File: src/rtl/pw_key_entry_if.sv
// Keypad-entry bus: key strobes and lockout in, assembled password and status pulses out.
interface pw_key_entry_if #(
    parameter int unsigned NUM_DIGITS = 4
);
    localparam int unsigned CntW = $clog2(NUM_DIGITS + 1);

    logic                    key_valid;
    logic [3:0]              key_code;
    logic                    gen_stop;
    logic [NUM_DIGITS*4-1:0] pw_16bit;
    logic                    enb_cmp;
    logic [CntW-1:0]         digit_cnt;
    logic                    entry_busy;
    logic                    short_err;
    logic                    timeout;

    modport master (
        output key_valid, key_code, gen_stop,
        input  pw_16bit, enb_cmp, digit_cnt, entry_busy, short_err, timeout
    );

    modport slave (
        input  key_valid, key_code, gen_stop,
        output pw_16bit, enb_cmp, digit_cnt, entry_busy, short_err, timeout
    );
endinterface

File: src/rtl/pw_key_entry.sv
// Keypad digit collector for the password checker: edits, submits, times out and honours lockout.
module pw_key_entry #(
    parameter int unsigned NUM_DIGITS     = 4,
    parameter int unsigned TIMEOUT_CYCLES = 50_000_000
) (
    input logic           clk,
    input logic           reset,
    pw_key_entry_if.slave bus_io
);
    localparam int unsigned PwW   = NUM_DIGITS * 4;
    localparam int unsigned CntW  = $clog2(NUM_DIGITS + 1);
    // Counter only needs 0..TIMEOUT_CYCLES-1: expiry fires on the edge it would hit the limit.
    localparam int unsigned IdleW = $clog2(TIMEOUT_CYCLES);

    localparam logic [CntW-1:0]  CntFull  = CntW'(NUM_DIGITS);
    localparam logic [CntW-1:0]  CntOne   = CntW'(1);
    localparam logic [IdleW-1:0] IdleLast = IdleW'(TIMEOUT_CYCLES - 1);

    localparam logic [3:0] KeyClear = 4'hA;
    localparam logic [3:0] KeyBack  = 4'hB;
    localparam logic [3:0] KeyEnter = 4'hE;

    typedef enum logic [1:0] {StIdle, StEntry, StFull, StSubmit} state_e;

    state_e           state_q;
    logic [PwW-1:0]   pw_q;
    logic [CntW-1:0]  cnt_q;
    logic [IdleW-1:0] idle_q;
    logic             enb_cmp_q;
    logic             short_err_q;
    logic             timeout_q;

    logic [3:0] code;
    logic       is_digit, is_clear, is_back, is_enter, key_acc;

    always_comb begin
        code     = bus_io.key_code;
        is_digit = (code <= 4'd9);
        is_clear = (code == KeyClear);
        is_back  = (code == KeyBack);
        is_enter = (code == KeyEnter);
        key_acc  = bus_io.key_valid && !bus_io.gen_stop &&
                   (is_digit || is_clear || is_back || is_enter);
    end

    always_ff @(posedge clk) begin
        if (reset) begin
            state_q     <= StIdle;
            pw_q        <= '0;
            cnt_q       <= '0;
            idle_q      <= '0;
            enb_cmp_q   <= 1'b0;
            short_err_q <= 1'b0;
            timeout_q   <= 1'b0;
        end else begin
            enb_cmp_q   <= 1'b0;
            short_err_q <= 1'b0;
            timeout_q   <= 1'b0;
            if (state_q == StSubmit || bus_io.gen_stop) begin
                state_q <= StIdle;
                pw_q    <= '0;
                cnt_q   <= '0;
                idle_q  <= '0;
            end else if (key_acc) begin
                idle_q <= '0;
                unique case (state_q)
                    StIdle: begin
                        if (is_digit) begin
                            pw_q    <= {pw_q[PwW-5:0], code};
                            cnt_q   <= cnt_q + 1'b1;
                            state_q <= (CntOne == CntFull) ? StFull : StEntry;
                        end
                    end
                    StEntry: begin
                        if (is_digit) begin
                            pw_q  <= {pw_q[PwW-5:0], code};
                            cnt_q <= cnt_q + 1'b1;
                            if (cnt_q == CntFull - 1'b1) state_q <= StFull;
                        end else if (is_back && cnt_q != CntOne) begin
                            pw_q  <= {4'h0, pw_q[PwW-1:4]};
                            cnt_q <= cnt_q - 1'b1;
                        end else begin
                            // Last BACK, CLEAR or a premature ENTER all abandon the entry.
                            state_q     <= StIdle;
                            pw_q        <= '0;
                            cnt_q       <= '0;
                            short_err_q <= is_enter;
                        end
                    end
                    StFull: begin
                        if (is_back) begin
                            pw_q    <= {4'h0, pw_q[PwW-1:4]};
                            cnt_q   <= cnt_q - 1'b1;
                            state_q <= StEntry;
                        end else if (is_clear) begin
                            state_q <= StIdle;
                            pw_q    <= '0;
                            cnt_q   <= '0;
                        end else if (is_enter) begin
                            state_q   <= StSubmit;
                            enb_cmp_q <= 1'b1;
                        end
                    end
                    default: ;
                endcase
            end else if (state_q == StEntry || state_q == StFull) begin
                if (idle_q == IdleLast) begin
                    state_q   <= StIdle;
                    pw_q      <= '0;
                    cnt_q     <= '0;
                    idle_q    <= '0;
                    timeout_q <= 1'b1;
                end else begin
                    idle_q <= idle_q + 1'b1;
                end
            end
        end
    end

    assign bus_io.pw_16bit   = pw_q;
    assign bus_io.digit_cnt  = cnt_q;
    assign bus_io.enb_cmp    = enb_cmp_q;
    assign bus_io.short_err  = short_err_q;
    assign bus_io.timeout    = timeout_q;
    assign bus_io.entry_busy = (state_q != StIdle);
endmodule
File: src/flat_wrapper.sv
// flat-port wrapper written by rule: the top's interface ports become plain ports
module pw_key_entry_flat 
#(
    parameter int unsigned NUM_DIGITS     = 4,
    parameter int unsigned TIMEOUT_CYCLES = 50_000_000
)
  (clk, reset, bus_io_key_valid, bus_io_key_code, bus_io_gen_stop, bus_io_pw_16bit, bus_io_enb_cmp, bus_io_digit_cnt, bus_io_entry_busy, bus_io_short_err, bus_io_timeout);
  pw_key_entry_if #(.NUM_DIGITS(NUM_DIGITS)) bus_io_i ();
  input logic clk;
  input logic reset;
  input wire logic [$bits(bus_io_i.key_valid)-1:0] bus_io_key_valid;
  input wire logic [$bits(bus_io_i.key_code)-1:0] bus_io_key_code;
  input wire logic [$bits(bus_io_i.gen_stop)-1:0] bus_io_gen_stop;
  output wire logic [$bits(bus_io_i.pw_16bit)-1:0] bus_io_pw_16bit;
  output wire logic [$bits(bus_io_i.enb_cmp)-1:0] bus_io_enb_cmp;
  output wire logic [$bits(bus_io_i.digit_cnt)-1:0] bus_io_digit_cnt;
  output wire logic [$bits(bus_io_i.entry_busy)-1:0] bus_io_entry_busy;
  output wire logic [$bits(bus_io_i.short_err)-1:0] bus_io_short_err;
  output wire logic [$bits(bus_io_i.timeout)-1:0] bus_io_timeout;
  assign bus_io_i.key_valid = bus_io_key_valid;
  assign bus_io_i.key_code = bus_io_key_code;
  assign bus_io_i.gen_stop = bus_io_gen_stop;
  assign bus_io_pw_16bit = bus_io_i.pw_16bit;
  assign bus_io_enb_cmp = bus_io_i.enb_cmp;
  assign bus_io_digit_cnt = bus_io_i.digit_cnt;
  assign bus_io_entry_busy = bus_io_i.entry_busy;
  assign bus_io_short_err = bus_io_i.short_err;
  assign bus_io_timeout = bus_io_i.timeout;
  pw_key_entry #(.NUM_DIGITS(NUM_DIGITS), .TIMEOUT_CYCLES(TIMEOUT_CYCLES)) u_core (.clk(clk), .reset(reset), .bus_io(bus_io_i));
endmodule
File: config.mk
export PLATFORM = sky130hd
export DESIGN_NAME = pw_key_entry_flat
export DESIGN_NICKNAME = d
export VERILOG_FILES = /design/src/rtl/pw_key_entry_if.sv /design/src/rtl/pw_key_entry.sv /design/src/flat_wrapper.sv
export SDC_FILE = /design/constraint.sdc
export NUM_CORES = 1
export LEC_CHECK = 0
export CORE_ASPECT_RATIO = 0.9
export CORE_MARGIN = 2
export CORE_UTILIZATION = 55
export CTS_CLUSTER_DIAMETER = 150
export DETAILED_ROUTE_END_ITERATION = 8
export PLACE_DENSITY_LB_ADDON = 0.15
export SYNTH_ARGS = -nofsm -noshare
export SYNTH_HDL_FRONTEND = slang
export SYNTH_SLANG_ARGS = --single-unit
File: constraint.sdc
create_clock -name clk -period 2.75 [get_ports clk]
set_clock_uncertainty 0.2 [all_clocks]
set_input_delay 0.55 -clock clk [delete_from_list [all_inputs] [get_ports clk]]
set_output_delay 0.55 -clock clk [all_outputs]
set_load 0.1 [all_outputs]
# After elaboration in Yosys (flattened, before gate mapping)
# Index checks and enable logic that the tools add are counted.
# word_totals
regBits	50
input_bits	8
output_inout_bits	23
word_cells	82
# classes
add_sub_neg	3
n_lt_le_gt_ge	1
eq_ne	15
mux	32
bitwise	4
n_reduce_logical	20
# ops
operator	count
2-to-1 mux 16 bit	7
case mux 16 bit (3 select lines)	1
adder 26 x 1 -> 26 bit (second input constant)	1
== test 26 bit (second input constant)	1
2-to-1 mux 26 bit	1
2-to-1 mux 3 bit	8
2-to-1 mux 2 bit	10
== test 4 bit (second input constant)	3
2-to-1 mux 12 bit	1
OR reduction 6 bit	2
case mux 3 bit (3 select lines)	1
inequality test 4 bit (second input constant)	2
AND reduction 7 bit	1
case mux 2 bit (3 select lines)	1
nonzero test 2 bit	3
logical OR 1 bit	5
inequality test 5 x 2 -> 1 bit (second input constant)	1
AND reduction 5 bit	1
== test 2 bit (second input constant)	2
less-or-equal comparator 4 bit (second input constant)	1
inequality test 4 x 2 -> 1 bit (second input constant)	1
inequality test 4 x 3 -> 1 bit (second input constant)	1
inverter 1 bit	4
OR reduction 4 bit	1
12 further kinds	15

# Logic depth before layout (Yosys ltp)
# logic_depth
depth_word	7
depth_mapped	10

# Least setup slack after synthesis
# OpenSTA, ideal clock, no wires.
# synth_timing
path_kind	register to register
startpoint	register u_core.cnt_q[1] (netlist: u_core.bus_io.digit_cnt[1])
endpoint	register u_core.cnt_q[2] (netlist: u_core.bus_io.digit_cnt[2])
arrival_ns	2.399
setup_slack_ns	0.091
stages_incl_launch_ff	8
path_cell_list	dfxtp_1 > inv_1 > ha_1 > nand2b_1 > a21oi_1 > or4b_2 > a21oi_1 > a211o_1
# synth_via
elab_chain_cells	6
word_cells_on_any_way	10
classes_between	add/sub: 2; eq/ne: 1; mux: 6; reduce/logical: 1
# synth_rtl
item	line_no	source
start, declared	pw_key_entry.sv:27	logic [CntW-1:0] cnt_q;
start signal, assigned	pw_key_entry.sv:70	cnt_q <= cnt_q + 1'b1;
start signal, assigned	pw_key_entry.sv:77	cnt_q <= cnt_q + 1'b1;
start signal, assigned	pw_key_entry.sv:81	cnt_q <= cnt_q - 1'b1;
parallel branches: the longest is 4 deep, another holds subtractor 3 x 1 -> 3 bit	-	
case mux 3 bit (3 select lines) (*)	pw_key_entry.sv:66	unique case (state_q)
2-to-1 mux 3 bit (*)	pw_key_entry.sv:64	end else if (key_acc) begin
# Mark *: on every way between the ends. The select of a mux whose other input is x is not followed.
# A chain may end at the register's enable or synchronous reset.

# Worst setup path after layout
# layout_timing
startpoint	register u_core.state_q[1]
endpoint	register u_core.pw_q[12] (netlist: u_core.bus_io.pw_16bit[12])
# layout_via
elab_chain_cells	4
word_cells_on_any_way	14
classes_between	eq/ne: 6; mux: 2; reduce/logical: 6
# layout_rtl
item	line_no	source
start, declared	pw_key_entry.sv:25	state_e state_q;
start signal, assigned	pw_key_entry.sv:48	state_q <= StIdle;
start signal, assigned	pw_key_entry.sv:60	state_q <= StIdle;
start signal, assigned	pw_key_entry.sv:71	state_q <= (CntOne == CntFull) ? StFull : StEntry;
== test 2 x 1 -> 1 bit or == test 2 bit (tied branches)	pw_key_entry.sv:66, pw_key_entry.sv:106	
logical OR 1 bit	pw_key_entry.sv:106	end else if (state_q == StEntry || state_q == StFull) begin
nonzero test 2 bit (no line)	-	
AND reduction 5 bit (no line)	-	
end signal, assigned	pw_key_entry.sv:69	pw_q <= {pw_q[PwW-5:0], code};
end signal, assigned	pw_key_entry.sv:76	pw_q <= {pw_q[PwW-5:0], code};
end signal, assigned	pw_key_entry.sv:80	pw_q <= {4'h0, pw_q[PwW-1:4]};
end, declared	pw_key_entry.sv:26	logic [PwW-1:0] pw_q;
# Several ways; a longest one is shown, not always the timed one.

==> reports/summary.txt <==
Status -> complete, no violations
DP HPWL -> 3.77 mm
Type of origin of the critical path -> register
Clock Sink Count -> 50
Hold path start -> u_core.bus_io.pw_16bit[2]$_SDFFE_PP0P_
Leak -> 1.09 nW
Switching Share -> 23.4%
Synth area leader -> dfxtp_1
Capture point of the worst reg-to-reg path -> u_core.bus_io.pw_16bit[12]$_SDFFE_PP0P_
Via density -> 5.54
Post-Layout Cell Count -> 373
Crit path required time -> 2.75 ns
Layout overhead on the synthesized area -> 20.4%
Final min period -> 2.50 ns
Overall die width -> 74.3 um
Row cnt -> 23
Nets -> 327
Final core utilization -> 67.4%
Final Worst Setup Slack -> 0.251 ns
Yosys cell types -> 48
ANT nets after route -> 0
RR Startpoint -> u_core.state_q[1]$_SDFFE_PP0P_
Pins Over Slew Limit -> 0
Final setup fails -> 0
Synth Flop Type -> dfxtp_1
Flops & latches, synth -> 50
RSZ-0062 raised after global routing -> no
Antenna violations before repair -> 0
Crit path kind -> register to register
CP endpoint kind -> register
Placed Cells -> 365
Core outline area -> 4370 um2
Reg clk slew, reported paths -> 0.09 ns
CTS buffer count -> 5
Share of cells above drive strength 1 -> 16.7%
Hold Buf Count CTS -> 0
Place WS -> -0.0446 ns
Slew HR -> 71.0%
R2R Setup Slk -> 0.25 ns
MaxCap Viol Count -> 0
Worst skew pair latency -> 0.30 ns
Initial DRC Count -> 149
Int Pwr -> 1.07 mW
Total Wirelength -> 5.22 mm
First-pass GRT wire length -> 8.85 mm
Post-Syn Area -> 2450 um2
Pwr Total -> 1.40 mW
WP data arrival -> 2.50 ns
Initial Utilization -> 55.9%
Largest fanout on the critical path -> 18
Setup bufs post-CTS -> 0
I/O Pins -> 31
F_max -> 400 MHz
Asr flop ratio synth -> 0%
Hold Crit Class -> register to register
Cells on worst reg2reg path -> 8
GRT Residual Overflow -> 0
GRT Total Usage -> 23.0%
Period utilization -> 90.9%
Pin count of the biggest net entering global routing -> 26
Syn Nets -> 289
# diodes -> 0
Final hold violation count -> 0
CTS tree -> done
CTS max path bufs -> 2
Synth top area cells -> dfxtp_1, nor2_1, xor2_1
Pwr Density -> 475 nW/um2
Root Driver -> clkbuf_8
Syn Inst Count -> 272
Crit. Startpoint -> u_core.state_q[1]$_SDFFE_PP0P_
Die height -> 67.3 um
H-tree depth -> 2
CTS resizes -> 0
Gate power share -> 8.8%
Register area share after synthesis -> 40.9%
Drt wl/cell -> 14.0 um
Net load switching power -> 0.327 mW
Number of synthesized flops with an enable pin -> 0
FILL cells -> 385
Flop pwr share -> 52.2%
Drt pass-1 iters -> 4
Clock group share of total power -> 39.0%
Worst-Margin Slew -> 0.434 ns
Vias in the first global route -> 1,832
Peak supply drop -> 0.327 mV
Commonest non-fill, non-tap cell in the layout -> dfxtp_1
Hold Crit Endpoint -> u_core.bus_io.pw_16bit[2]$_SDFFE_PP0P_
Die Area -> 5000 um2
WHS -> 0.299 ns
Hold Path Depth -> 1
Commonest non-fill, non-tap cells in the layout -> dfxtp_1, nor2_1, buf_4
Residual DRC -> 0
Yosys warning count -> 0
Share of the synthesized area in the top cell type -> 40.9%
Vias post-DR -> 2,068
Post-Syn Area per Cell -> 9.00 um2
Port Buf Inserts -> 30
GP Congestion -> 0.865
==> worst max path at each step <==
stage                                               to  cells past startpoint
3_5_place_dp   u_core.bus_io.pw_16bit[12]$_SDFFE_PP0P_                      7
2_1_floorplan  u_core.bus_io.digit_cnt[2]$_SDFFE_PP0P_                      7
6_report       u_core.bus_io.pw_16bit[12]$_SDFFE_PP0P_                      8
4_1_cts        u_core.bus_io.pw_16bit[12]$_SDFFE_PP0P_                      8
5_1_grt        u_core.bus_io.pw_16bit[12]$_SDFFE_PP0P_                      8
3_3_place_gp   u_core.bus_io.pw_16bit[14]$_SDFFE_PP0P_                      7
==> metrics by stage <==
| step | area (um2) | TNS [ns] |
|---|---|---|
| 6_report | 2950 | 0 |
| 5_1_grt | 2950 | 0 |
| 4_1_cts | 2950 | 0 |
| 2_1_floorplan | 2450 | 0 |
| 3_3_place_gp | 2830 | -0.0422 |
| 3_5_place_dp | 2830 | -0.140 |
==> power groups by stage <==
| stage | registers, mW | logic (mW) | clock network, mW |
|---|---|---|---|
| after floorplan | 0.765 | 0.0646 | 0 |
| after global placement | 0.747 | 0.122 | 0 |
| after detailed placement | 0.747 | 0.123 | 0 |
| after CTS | 0.731 | 0.124 | 0.556 |
| after global routing | 0.731 | 0.132 | 0.591 |
| final | 0.730 | 0.124 | 0.546 |
==> final cells by class <==
class                   count  area (um2)  share of cell area, %
flip-flops and latches     50        1000                   34.0
inverters                  10        37.5                   1.27
clock inverters             2        38.8                   1.32
well taps                  62        77.6                   2.63
multi-input cells         199        1340                   45.4
repair buffers             44         373                   12.7
clock buffers               6        82.6                   2.80
==> worst max-delay path, cell delays in order, from the launching register on <==
cell	delay [ns]
dfxtp_1	0.39
inv_1	0.09
ha_1	0.29
and3_1	0.26
nand2_1	0.11
or3_4	0.39
a31o_1	0.27
buf_12	0.16
a22o_1	0.23
==> flip-flops by register name, indices dropped and copies added (netlist names) <==
name and cells:
u_core.bus_io.pw_16bit 16, u_core.bus_io.digit_cnt 3, u_core.idle_q 26, u_core.bus_io.enb_cmp 1, u_core.bus_io.timeout 1, u_core.state_q 2, u_core.bus_io.short_err 1
==> cells in the mapped netlist, types with 2 or more instances <==
| library cell | count |
|---|---|
| a21boi_0 | 2 |
| a21oi_1 | 5 |
| a22o_1 | 5 |
| a22oi_1 | 11 |
| and3_1 | 6 |
| and4_1 | 2 |
| buf_2 | 4 |
| buf_6 | 2 |
| clkbuf_1 | 6 |
| dfxtp_1 | 50 |
| ha_1 | 9 |
| inv_1 | 10 |
| nand2_1 | 14 |
| nand2b_1 | 4 |
| nand3_1 | 8 |
| nand4_1 | 10 |
| nand4b_1 | 2 |
| nor2_1 | 38 |
| nor2b_1 | 3 |
| nor3_1 | 9 |
| nor4b_1 | 3 |
| o2111ai_1 | 2 |
| o211ai_1 | 2 |
| o21ai_0 | 6 |
| o2bb2ai_1 | 13 |
| xnor2_1 | 11 |
| xor2_1 | 14 |
==> cells by family after synthesis <==
group,Yosys count,synth area share (%)
simple gates,109,23.3
compound gates,54,16.9
flops,50,40.9
xor+xnor,25,8.95
buf+inv,23,4.50
fa+ha+maj,9,4.60
mux,2,0.869
==> metal layers <==
layer / global-route usage [%] / vias up / share of wire (%)
li1: - / 1055 / -
met1: 33.5 / 974 / 50
met2: 34.4 / 33 / 45
met3: 4.48 / 6 / 3.9
met4: 6.70 / 0 / 0.98
met5: 0 / - / 0
(Power assumes the default switching activity.)
